===== src/rtl/instr_mem_fetch.sv =====
// Instruction memory with a registered fetch port, program-load write port and post-reset NOP clear.
// Define IMEM_WR_BYPASS_EN for write-first forwarding on a same-edge write/fetch to one index.
module instr_mem_fetch #(
  parameter int unsigned       DATA_W    = 16,
  parameter int unsigned       ADDR_W    = 16,
  parameter int unsigned       DEPTH     = 64,
  parameter int unsigned       PC_SHIFT  = 0,
  parameter logic [DATA_W-1:0] NOP_INSTR = 16'h0800
) (
  input  logic              clk,
  input  logic              rst,
  input  logic [ADDR_W-1:0] pc,
  input  logic              fetch_req,
  input  logic              stall,
  input  logic              mem_conflict,
  output logic [DATA_W-1:0] instr,
  output logic              instr_valid,
  output logic [ADDR_W-1:0] instr_pc,
  output logic              fetch_err,
  output logic              ready,
  input  logic              wr_en,
  input  logic [ADDR_W-1:0] wr_addr,
  input  logic [DATA_W-1:0] wr_data
);

  localparam int unsigned       CntW      = (DEPTH > 1) ? $clog2(DEPTH) : 1;
  localparam logic [CntW-1:0]   LastIdx   = CntW'(DEPTH - 1);
  localparam logic [ADDR_W:0]   DepthExt  = (ADDR_W + 1)'(DEPTH);

  typedef enum logic [0:0] {StClear, StRun} state_e;

  state_e            state_q, state_d;
  logic [CntW-1:0]   clr_cnt_q, clr_cnt_d;

  logic [DATA_W-1:0] instr_q, instr_d;
  logic              valid_q, valid_d;
  logic [ADDR_W-1:0] pc_q, pc_d;
  logic              err_q, err_d;

  logic [DATA_W-1:0] mem [DEPTH];

  logic              mem_we;
  logic [CntW-1:0]   mem_waddr;
  logic [DATA_W-1:0] mem_wdata;

  logic [ADDR_W-1:0] fetch_idx;
  logic              fetch_hit;
  logic              wr_hit;
  logic [CntW-1:0]   rd_idx;
  logic [DATA_W-1:0] fetch_word;

  assign fetch_idx = pc >> PC_SHIFT;
  assign fetch_hit = {1'b0, fetch_idx} < DepthExt;
  assign wr_hit    = {1'b0, wr_addr} < DepthExt;
  // Out-of-range indices never reach the array; they read entry 0 and the result is discarded.
  assign rd_idx    = fetch_hit ? fetch_idx[CntW-1:0] : '0;

`ifdef IMEM_WR_BYPASS_EN
  always_comb begin
    fetch_word = mem[rd_idx];
    if (state_q == StRun && wr_en && wr_hit && fetch_hit && (wr_addr == fetch_idx)) begin
      fetch_word = wr_data;
    end
  end
`else
  always_comb begin
    fetch_word = mem[rd_idx];
  end
`endif

  always_comb begin
    state_d   = state_q;
    clr_cnt_d = clr_cnt_q;
    instr_d   = instr_q;
    valid_d   = valid_q;
    pc_d      = pc_q;
    err_d     = err_q;
    mem_we    = 1'b0;
    mem_waddr = '0;
    mem_wdata = NOP_INSTR;

    case (state_q)
      StClear: begin
        mem_we    = 1'b1;
        mem_waddr = clr_cnt_q;
        if (clr_cnt_q == LastIdx) begin
          state_d = StRun;
        end else begin
          clr_cnt_d = clr_cnt_q + 1'b1;
        end
      end

      StRun: begin
        mem_we    = wr_en & wr_hit;
        mem_waddr = wr_addr[CntW-1:0];
        mem_wdata = wr_data;

        if (stall) begin
          // Hold everything.
        end else if (mem_conflict) begin
          instr_d = NOP_INSTR;
          valid_d = 1'b0;
          err_d   = 1'b0;
        end else if (fetch_req) begin
          valid_d = 1'b1;
          pc_d    = pc;
          if (fetch_hit) begin
            instr_d = fetch_word;
            err_d   = 1'b0;
          end else begin
            instr_d = NOP_INSTR;
            err_d   = 1'b1;
          end
        end else begin
          instr_d = NOP_INSTR;
          valid_d = 1'b0;
          err_d   = 1'b0;
        end
      end

      default: begin
        state_d   = StClear;
        clr_cnt_d = '0;
      end
    endcase
  end

  always_ff @(posedge clk or negedge rst) begin
    if (!rst) begin
      state_q   <= StClear;
      clr_cnt_q <= '0;
      instr_q   <= NOP_INSTR;
      valid_q   <= 1'b0;
      pc_q      <= '0;
      err_q     <= 1'b0;
    end else begin
      state_q   <= state_d;
      clr_cnt_q <= clr_cnt_d;
      instr_q   <= instr_d;
      valid_q   <= valid_d;
      pc_q      <= pc_d;
      err_q     <= err_d;
    end
  end

  // Array has no reset; the clear sequence initialises it.
  always_ff @(posedge clk) begin
    if (mem_we) begin
      mem[mem_waddr] <= mem_wdata;
    end
  end

  assign instr       = instr_q;
  assign instr_valid = valid_q;
  assign instr_pc    = pc_q;
  assign fetch_err   = err_q;
  assign ready       = (state_q == StRun);

endmodule


===== config.mk =====
export PLATFORM = sky130hd
export DESIGN_NAME = instr_mem_fetch
export DESIGN_NICKNAME = d
export VERILOG_FILES = /design/src/rtl/instr_mem_fetch.sv
export SDC_FILE = /design/constraint.sdc
export NUM_CORES = 1
export LEC_CHECK = 0
export CORE_MARGIN = 10
export CORE_UTILIZATION = 30
export DETAILED_ROUTE_END_ITERATION = 8
export PLACE_DENSITY_LB_ADDON = 0.25
export SETUP_SLACK_MARGIN = 0.4
export SYNTH_ARGS = -nofsm -noshare
export SYNTH_HDL_FRONTEND = slang
export SYNTH_SLANG_ARGS = --single-unit
export TNS_END_PERCENT = 5

===== constraint.sdc =====
create_clock -name clk -period 5.96 [get_ports clk]
set_input_delay 1.192 -clock clk [delete_from_list [all_inputs] [get_ports clk]]
set_output_delay 1.192 -clock clk [all_outputs]
set_load 0.02 [all_outputs]

# Word level (Yosys, flattened, before mapping)
# Memory sizes are Yosys's and may differ from the RTL's.
# Index checks and enable logic that the tools add are counted.
[classes] n_addsub=1 n_lt_le_gt_ge=2 n_eq_ne=1 mux=16 bitwise_logic=5 reduce_logical=3
[op_table] operator="$mux W16" count=4
[op_table] operator="$lt A16 B7 Y1 const B" count=2
[op_table] operator="$pmux W6 S2" count=1
[op_table] operator="$mux W1" count=9
[op_table] operator="$add A6 B1 Y6 const B" count=1
[op_table] operator="$eq A6 B6 Y1 const B" count=1
[op_table] operator="$mux W6" count=1
[op_table] operator="$not A1 Y1" count=4
[op_table] operator="$reduce_and A2 Y1" count=2
[op_table] operator="$reduce_and A4 Y1" count=1
[op_table] operator="$pmux W1 S2" count=1
[op_table] operator="$and A1 B1 Y1" count=1
[word_totals] reg_bits=41 mem_bits_rw=1024 out_inout_bits=35 wordCells=35 mem_count=1
[mem_list] memory="mem" words=64 word_bits=16 rd=1 rd_clocked_by_memory_dff=0 wr=1 line_no="40" rtl="logic [DATA_W-1:0] mem [DEPTH];"

# Logic depth before layout (Yosys ltp)
# Gate-level depths: netlist (run 1).
# An unclocked memory read counts as a cell.
[depth] ltp_word=6 mapped_depth=11 depth_no_buf=7

# Worst setup path after synthesis (run 1)
# OpenSTA, ideal clock, no wires.
[synth_path] path_type="input -> register" startpoint="input wr_addr[12]" endpoint="memory mem[34][0] (enable)" t_arrival_ps=3521 t_required_ps=5572 setup_slack_ps=2050 stages=6 path_buffers=0 path_cell_list="nor4b_1 -> nand2_1 -> o41ai_1 -> a21boi_0 -> nand2_1 -> nor2_1"
[synth_between] elab_chain_len=5
[synth_lines] item="start, declared" line_no="22" rtl="input logic [ADDR_W-1:0] wr_addr,"
[synth_lines] item="$lt A16 B7 Y1" line_no="54" rtl="assign wr_hit = {1'b0, wr_addr} < DepthExt;"
[synth_lines] item="$and A1 B1 Y1" line_no="94" rtl="mem_we = wr_en & wr_hit;"
[synth_lines] item="$pmux W1 S2" line_no="82" rtl="case (state_q)"
[synth_lines] item="$mux W1" line_no="148" rtl="if (mem_we) begin"
[synth_lines] item="$mux W1 (implied by the code)" line_no="149" rtl="mem[mem_waddr] <= mem_wdata;"
[synth_lines] item="end, declared" line_no="40"
# No other way between the ends.

# Worst setup path in the final report (run 1)
[layout_path] startpoint="input pc[14]" endpoint="register instr_q[4] (netlist: instr[4])"
[layout_between] elab_chain_len=6
[layout_lines] item="start, declared" line_no="12" rtl="input logic [ADDR_W-1:0] pc,"
[layout_lines] item="$lt A16 B7 Y1 *" line_no="53" rtl="assign fetch_hit = {1'b0, fetch_idx} < DepthExt;"
[layout_lines] item="$mux W6" line_no="56" rtl="assign rd_idx = fetch_hit ? fetch_idx[CntW-1:0] : '0;"
[layout_lines] item="$mem_v2 Z64 W16"
[layout_lines] item="$mux W16 *" line_no="107" rtl="if (fetch_hit) begin"
[layout_lines] item="$mux W16 *" line_no="104" rtl="end else if (fetch_req) begin"
[layout_lines] item="$mux W16 *" line_no="100" rtl="end else if (mem_conflict) begin"
[layout_lines] item="end signal, assigned" line_no="139" rtl="instr_q <= instr_d;"
[layout_lines] item="end, declared" line_no="35" rtl="logic [DATA_W-1:0] instr_q, instr_d;"
# Mark *: on every way between the ends. The rest lies on a longest branch, timed or not.
# A chain may end at the register's enable or synchronous reset.

==> summary.md, run 1 <==
| Metric | Value |
|---|---|
| Busiest layer in global routing | met2 |
| Final setup viols | 0 |
| Final Max Slew Viols | 0 |
| Most common cell type on the critical path | buf_4 |
| Cell area power density | between 300 and 400 nW/um2 |
| Vias in the first global route | ~25,000 |
| CTS Buf Count | between 100 and 150 |
| Layout Cells excl Fill | 4,873 |
| Peak supply drop | approximately 230 uV |
| EDFF count, synth | approximately 1,000 |
| Synth Register Bits | approximately 1,100 |
| DP Worst Slack | 0.362 ns |
| Drt initial violations | 2,839 |
| Clock buffer depth | 3 |
| Sequential area share after synthesis | 0.750 |
| Unrepaired setup endpoints after global routing | no |
| TNS Setup | 0 ns |
| Data required time of the critical path | roughly 6.5 ns |
| Setup ws final | roughly 1.1 ns |
| I/O Buffers | between 80 and 90 |
| Die height | between 300 and 400 um |
| Reg2Reg Setup Slack | about 2.4 ns |
| Core area | between 100,000 and 150,000 um2 |
| Grt total ovfl | 0 |
| DRC | 0 |
| Commonest non-fill, non-tap cell in the layout | edfxtp_1 |
| Net Sw Frac | 0.203 |
| Post-DRT Antenna Nets | 0 |
| Pre-antenna DRT Iters | 5 |
| Worst rel slew slack | 0.163 |
| Synth Net Count | between 2,000 and 3,000 |
| Post_cts resized | 0 |
| Mean Syn Cell Area | between 15 and 20 um2 |
| Routed len/inst | about 28 um |
| Leakage | 14.0 nW |
| M1 GR Usage | 0.244 |
| Setup bufs post-CTS | 0 |
| Fin. Hold Viols | 0 |
| CP arrival | ~5.5 ns |
| Clock share of power | 0.454 |
| Clk_lat worst skew | just over 0.7 ns |
| FP Rows | between 100 and 150 |
| Die ar. | approximately 160,000 um2 |
| Status | complete, no violations |
| Async SR Flop Fraction | 0.0385 |
| Io pins | a little under 90 |
| Mapped Cells | around 2,700 |
| RePlAce Congestion | around 0.85 |
| Syn. warnings | 0 |
| Worst Setup Path Type | in -> reg |
| Synthesized area | roughly 42,000 um2 |
| Crit-path cells | clkdlybuf4s50_1 -> or4_1 -> buf_4 -> nor4_4 -> buf_4 -> nand2_1 -> buf_4 -> buf_4 -> o211ai_1 -> nor4_1 -> a21oi_1 -> o31ai_1 |
| Critical Path Max Stage Delay | 0.63 ns |
| CTS sink cnt | roughly 1,100 |
| Share of layout cells above drive strength 1 | 0.145 |
| Period utilisation layout | 0.822 |
| Area grow syn2layout | 17.9% |
| Setup crit start kind | input pin |
| Initial Util | 0.303 |
| First-pass GRT wire length | slightly below 200,000 um |
| CP max stage cell | a21oi_1 |
| Placed Cells | 4,660 |
| Sequential share of power | 0.532 |
| Net Switching | 0.00308 W |
| Detail Placement HPWL | ~85,000 um |
| Comb power frac | 0.014 |
| Clock skew | 0.0464 ns |
| Top_reg_cell synth | edfxtp_1 |
| Slew @ Worst Pin | around 1.3 ns |
| Met3 usage | 0.0350 |
| Max cap viols | 0 |
| Layout Nets | 2,955 |
| Crit-path max FO | 40 |
| Met2 usage | 0.253 |
| Chip width | 396 um |
| TritonCTS clock tree | built |
| GRT Overall Usage | 0.168 |
| Most frequent cells in the layout | 1,024 x edfxtp_1, 216 x nand2_1, 168 x buf_4 |
| # H-tree levels | 3 |
| Largest net degree at the start of global routing | approximately 110 |
| Via Count | around 26,000 |
| Worst setup EP type | flop |
| Clock Tree Root | clkbuf_16 |
| Post-route cell area | 50,000 um2 |
| DR vias/cell | roughly 5.3 |
| Tmin final | 4.90 ns |
| Distinct cells, synth | 69 |
| Worst-path clk slew | 0.06 ns |
| Fmax | slightly above 0.2 GHz |
| Util after Layout | 0.357 |
| HP Class | reg -> reg |
| Routed WL | between 100,000 and 150,000 um |
| Cell Area, Placed | between 40,000 and 50,000 um2 |
| Initial antenna violation count | 4 |
| Int Power | 0.0121 W |
| Hold Buf Count CTS | 0 |
==> through the flow <==
step                      hold WS [ns]  power [W]
after floorplan                  0.503    0.00833
after global placement           0.475    0.00845
after detailed placement         0.490    0.00845
after CTS                        0.504     0.0153
after global routing             0.524     0.0156
final                            0.506     0.0152
==> cell usage after synthesis, drive strengths merged (10+ instances only) <==
cell type / instances / area, um2
edfxtp: 1024 / 30700
nand2: 216 / 811
mux2i: 134 / 1340
nor2: 134 / 503
clkbuf: 129 / 484
nand3: 77 / 385
and3: 72 / 450
mux2: 64 / 721
o21ai: 63 / 315
buf: 57 / 300
a221oi: 55 / 482
a31oi: 52 / 325
a211oi: 48 / 360
o211ai: 43 / 323
dfrtp: 40 / 1000
nor3: 37 / 190
a211o: 32 / 280
o22ai: 32 / 200
o31ai: 30 / 225
nor2b: 28 / 175
a21oi: 26 / 130
o311ai: 26 / 228
nor4: 25 / 205
inv: 22 / 82.6
o221ai: 22 / 193
a311oi: 19 / 166
o41ai: 18 / 158
a22oi: 17 / 128
a2111oi: 16 / 140
a221o: 16 / 160
and2: 15 / 93.8
a32oi: 14 / 123
or3: 13 / 81.3
o2111a: 11 / 124
o22a: 11 / 96.3
nand4: 10 / 62.6
==> power by group through the flow <==
stage               Clock, W  Sequential [W]  Combinational (W)
global route         0.00731         0.00807           0.000226
floorplan                  0         0.00823          0.0000965
global placement           0         0.00823           0.000215
finish               0.00689         0.00808           0.000217
CTS                  0.00701         0.00808           0.000215
detailed placement         0         0.00823           0.000214
==> registers in the layout (all words and copies together) (netlist names) <==
register     flops
mem           1024
instr           16
instr_pc        16
clr_cnt_q        6
fetch_err        1
instr_valid      1
ready            1
==> logic make-up (layout without fill, tap and decap cells) <==
kind of cell | count (synthesis) | after routing | share of synthesized area
other | 0 | 2 | 0
buffers and inverters | 209 | 498 | 0.0206
adders and majority gates | 1 | 1 | 0.000295
xor gates and xnor gates | 3 | 3 | 0.000620
AOI/OAI and AO/OA | 577 | 577 | 0.104
muxes | 203 | 203 | 0.0513
DFF | 1065 | 1065 | 0.750
and+or+nand+nor | 648 | 648 | 0.0734
==> area by class of cell <==
cell class,count,area [um2]
Sequential cell,1065,31800
Fill cell,13400,89900
Antenna cell,2,5.00
Clock inverter,58,551
Clock buffer,153,3070
Inverter,23,86.3
Multi-Input combinational cell,1432,9830
Tap cell,1876,2350
Timing Repair Buffer,264,2290
==> critical path, delay by kind of cell <==
family          cells  cell delay (ns)
compound gates      3             1.11
buf+inv             5             1.84
simple gates        4             1.26
==> worst paths after layout <==
| kind | endpoint | startpoint | cells past startpoint |
|---|---|---|---|
| setup / recovery | instr[4] | pc[14] | 12 |
| hold / removal | instr_pc[4] | instr_pc[4] | 1 |
| setup reg to reg | instr[0] | ready | 9 |
| hold reg to reg | instr_pc[4] | instr_pc[4] | 1 |
| max in group asynchronous | instr_pc[5] | rst | 2 |
| min in group asynchronous | instr_pc[2] | rst | 2 |
==> per-layer routing <==
metal,vias to the layer above,share of wire,wire [um]
li1,11300,-,-
met1,13500,0.45,61200
met2,1074,0.45,61000
met3,169,0.081,11100
met4,4,0.025,3360
met5,-,0.00019,26
No activity file was read; power rests on OpenSTA's default activity.
==> run 2, diff against run 1 <==
- clock period: 5.96 -> 4.75 ns (I/O delays scaled with it)
==> summary.md, run 2 (synthesis results as in run 1) <==
| Metric | Value |
|---|---|
| Status | complete, no violations |
| Placed Cells | 4,752 |
| Leakage | 14.4 nW |
| Most frequent cells in the layout | 1,024 x edfxtp_1, 239 x buf_4, 216 x nand2_1 |
| Net Sw Frac | 0.210 |
| RePlAce Congestion | just over 0.8 |
| Reg with most FFs | mem |
| Setup bufs post-CTS | 0 |
| Largest net degree at the start of global routing | between 100 and 150 |
| Peak supply drop | slightly above 300 uV |
| Clock buffer depth | 3 |
| Comb power frac | 0.015 |
| TritonCTS clock tree | built |
| I/O Buffers | 88 |
| Crit. Startpoint | pc[14] |
| FP Rows | 137 |
| # H-tree levels | 3 |
| Hold Buf Count CTS | 0 |
| CP arrival | 4.67 ns |
| Sequential share of power | 0.544 |
| Routed len/inst | around 28 um |
| Worst rel slew slack | 0.154 |
| Die ar. | 157,000 um2 |
| Initial antenna violation count | 9 |
| Fmax | approximately 0.25 GHz |
| Post-DRT Antenna Nets | 0 |
| Data required time of the critical path | approximately 5.4 ns |
| Crit-path max FO | 26 |
| Commonest non-fill, non-tap cell in the layout | edfxtp_1 |
| Detail Placement HPWL | slightly below 90,000 um |
| Via Count | 26,300 |
| Layout Nets | slightly above 3,000 |
| Die height | between 300 and 400 um |
| Drt initial violations | 2,698 |
| Worst setup EP type | flop |
| Fill cells | ~13,000 |
| Clk_lat worst skew | ~0.76 ns |
| HP Class | in -> async |
| Routed WL | 139,000 um |
| Vias in the first global route | about 25,000 |
| Slew @ Worst Pin | approximately 1.3 ns |
| CTS Buf Count | 112 |
| FF-to-FF Start | ready |
| Fin. Hold Viols | 0 |
| GRT Overall Usage | 0.171 |
| Net Switching | about 0.0039 W |
| Tmin final | between 4 and 5 ns |
| Unrepaired setup endpoints after global routing | no |
| Final Max Slew Viols | 0 |
| Pre-antenna DRT Iters | 5 |
| Core area | ~140,000 um2 |
| Layout Cells excl Fill | approximately 5,000 |
| Period utilisation layout | 0.851 |
| DR vias/cell | 5.31 |
| Chip width | about 400 um |
| Post_cts resized | 0 |
| Io pins | ~90 |
| Cell area power density | about 370 nW/um2 |
| Share of layout cells above drive strength 1 | 0.170 |
| Setup crit start kind | input pin |
| Int Power | 0.0147 W |
| Grt total ovfl | 0 |
| Power Total | approximately 0.019 W |
| Clock skew | a little under 0.08 ns |
| Clock Tree Root | clkbuf_16 |
| Clock share of power | 0.442 |
| Initial Util | 0.303 |
| Max reg flops | between 1,000 and 1,500 |
| Worst-path clk slew | 0.06 ns |
| First-pass GRT wire length | ~200,000 um |
| Worst Setup Path Type | in -> reg |
| Final setup viols | 0 |
| DRC | 0 |
| Max cap viols | 0 |
| Area grow syn2layout | 19.7% |
| CTS sink cnt | roughly 1,100 |
run 2: layout make-up:
class,count,area (um2),area share
Antenna cell,1,2.50,0.0000494
Inverter,23,86.3,0.00170
Multi-Input combinational cell,1432,9820,0.194
Tap cell,1876,2350,0.0463
Sequential cell,1065,31800,0.627
Clock buffer,152,3000,0.0592
Timing Repair Buffer,356,3250,0.0640
Clock inverter,52,412,0.00812
run 2: per-layer routing:
layer  vias up  track usage  routed length [um]
li1      11500            -                   -
met1     13700        0.246               62700
met2      1038        0.260               62000
met3       184       0.0365               10400
met4         8       0.0463                3390
met5         -      0.00431                 128
run 2: metrics by stage:
stage           util  setup TNS (ns)  area [um2]  hold WS (ns)  worst slack [ns]
2_1_floorplan      -               0       42400         0.503              1.08
3_3_place_gp   0.338          -0.151       47300         0.462            -0.106
3_5_place_dp   0.338          -0.198       47300         0.490            -0.131
4_1_cts        0.362               0       50700         0.139             0.661
5_1_grt        0.362               0       50700         0.161             0.606
6_report       0.362               0       50700         0.174             0.707
run 2: worst max-delay path: stages:
cell and delay (ns):
clkdlybuf4s50_1 0.56, or4_1 0.71, nor4_4 0.33, buf_12 0.28, buf_12 0.17, mux2_2 0.33
a221oi_1 0.34, o41ai_1 0.13, buf_4 0.16, a32oi_1 0.40, buf_4 0.19, o31ai_1 0.05
run 2: worst paths after layout:
| path | endpoint | slack [ns] | cells past startpoint |
|---|---|---|---|
| min reg2reg | instr_valid | 0.50 | 1 |
| max in group asynchronous | instr_pc[5] | 3.65 | 2 |
| max reg2reg | instr[9] | 0.94 | 8 |
| min | instr_pc[7] | 0.17 | 1 |
| max | instr[4] | 0.71 | 12 |
| min in group clk | instr_valid | 0.50 | 1 |
run 2: power groups by stage:
stage / Combinational, W / Clock, W / Sequential, W
global placement: 0.000271 / 0 / 0.0103
CTS: 0.000270 / 0.00839 / 0.0101
floorplan: 0.000121 / 0 / 0.0103
global route: 0.000286 / 0.00876 / 0.0101
detailed placement: 0.000270 / 0 / 0.0103
finish: 0.000272 / 0.00823 / 0.0101
==> run 3, diff against run 2 <==
- CORE_MARGIN: 10 -> unset
- RECOVER_POWER: unset -> 25
==> summary.md, run 3 (synthesis results as in run 1) <==
| Metric | Value |
|---|---|
| Status | complete, but fails checks |
| Violated checks | capacitance limit, slew limit |
| Clock Tree Root | clkbuf_16 |
| Unrepaired setup endpoints after global routing | no |
| Hold Buf Count CTS | 0 |
| Drt initial violations | between 3,000 and 4,000 |
| Routed WL | roughly 140,000 um |
| Final Max Slew Viols | around 570 |
| Detail Placement HPWL | 86,700 um |
| Share of layout cells above drive strength 1 | 0.168 |
| RePlAce Congestion | between 0.8 and 0.9 |
| Max cap viols | 13 |
| TritonCTS clock tree | built |
| Post_cts resized | 0 |
| DR vias/cell | ~5.3 |
| Reg with most FFs | mem |
| Layout Nets | slightly above 3,000 |
| Area grow syn2layout | 19.8% |
| Clock buffer depth | 3 |
| Crit-path max FO | 27 |
| Cell area power density | approximately 370 nW/um2 |
| Max reg flops | ~1,000 |
| Crit-path cells | clkdlybuf4s50_1 -> or4_1 -> buf_4 -> nor4_4 -> buf_12 -> buf_4 -> nand2_1 -> and3_1 -> o41ai_1 -> a32oi_1 -> o31ai_1 |
| Crit. Startpoint | pc[12] |
| Post-route cell area | between 50,000 and 60,000 um2 |
| DRC | 0 |
| Routed len/inst | roughly 28 um |
| Worst Setup Path Type | in -> reg |
| CP max stage cell | o41ai_1 |
| Core area | 140,000 um2 |
| I/O Buffers | 88 |
| Grt total ovfl | 0 |
| CP top delay family | compound AO/OA/AOI/OAI gates |
| Worst setup EP type | flop |
| Fmax | approximately 0.23 GHz |
| Peak supply drop | 284 uV |
| Critical Path Max Stage Delay | between 0.8 and 0.9 ns |
| Die ar. | 143,000 um2 |
| Final setup viols | 0 |
| Chip width | around 380 um |
| Post-DRT Antenna Nets | 0 |
| # H-tree levels | 3 |
| Fin. Hold Viols | 0 |
| HP Class | reg -> reg |
| Period utilisation layout | 0.906 |
| CP arrival | 4.93 ns |
| Vias in the first global route | about 26,000 |
| Clock skew | around 0.035 ns |
| Tmin final | roughly 4.3 ns |
| Worst-path clk slew | 0.06 ns |
| Worst rel slew slack | -1.50 |
| Via Count | around 26,000 |
| Commonest non-fill, non-tap cell in the layout | edfxtp_1 |
| GRT Overall Usage | 0.190 |
| FP Rows | around 140 |
| Largest net degree at the start of global routing | 90 |
| Setup bufs post-CTS | 0 |
| Data required time of the critical path | between 5 and 6 ns |
| Initial Util | 0.303 |
| CTS Buf Count | around 110 |
| Slew @ Worst Pin | between 3 and 4 ns |
| Clk_lat worst skew | about 0.74 ns |
| Layout Cells excl Fill | 4,961 |
| Pre-antenna DRT Iters | 5 |
| Leakage | between 10 and 15 nW |
| FF-to-FF Start | ready |
| CP bufs+invs | 4 |
| Most frequent cells in the layout | 1,024 x edfxtp_1, 239 x buf_4, 216 x nand2_1 |
| Die height | 378 um |
| Placed Cells | 4,754 |
| Initial antenna violation count | 10 |
| TNS Setup | 0 ns |
| Critical hold path startpoint | instr_valid |
| Util after Layout | 0.363 |
| Setup crit start kind | input pin |
| Hold Slack | 0.493 ns |
| Cell Area, Placed | 47,300 um2 |
| Most common cell type on the critical path | buf_4 |
| Io pins | 89 |
| CTS sink cnt | about 1,100 |
| First-pass GRT wire length | approximately 190,000 um |
## run 3: path summary, 6_finish.rpt
check,to,slack [ns],cells past startpoint
max,instr[7],0.45,11
min,instr_valid,0.49,1
max reg2reg,mem[2][5],0.46,2
min reg2reg,instr_valid,0.49,1
max in group asynchronous,clr_cnt_q[5],1.14,2
min in group asynchronous,instr_pc[3],1.57,2
## run 3: where the power goes
part / switching, W / total (W) / internal, W
combinational: 0.000182 / 0.000278 / 0.0000964
sequential: 0 / 0.0101 / 0.0101
clock: 0.00369 / 0.00844 / 0.00476
total: 0.00387 / 0.0189 / 0.0150
## run 3: layout make-up
cell class                      instances  area, um2
Clock inverter                         60        520
Multi-Input combinational cell       1432       9810
Fill cell                           13400      89100
Timing Repair Buffer                  358       3190
Sequential cell                      1065      31800
Inverter                               23       86.3
Antenna cell                            5       12.5
Tap cell                             1876       2350
Clock buffer                          142       2990
## run 3: metal layers
metal  share of wire  track usage
met5               0            0
met4           0.024       0.0481
met3           0.079       0.0401
met2            0.44        0.284
met1            0.46        0.278
## run 3: stage by stage
step / worst slack [ns] / total power (W)
6_report: 0.448 / 0.0189
5_1_grt: 0.227 / 0.0194
4_1_cts: 0.457 / 0.0190
3_5_place_dp: -0.338 / 0.0106
3_3_place_gp: -0.291 / 0.0106
2_1_floorplan: 1.08 / 0.0105
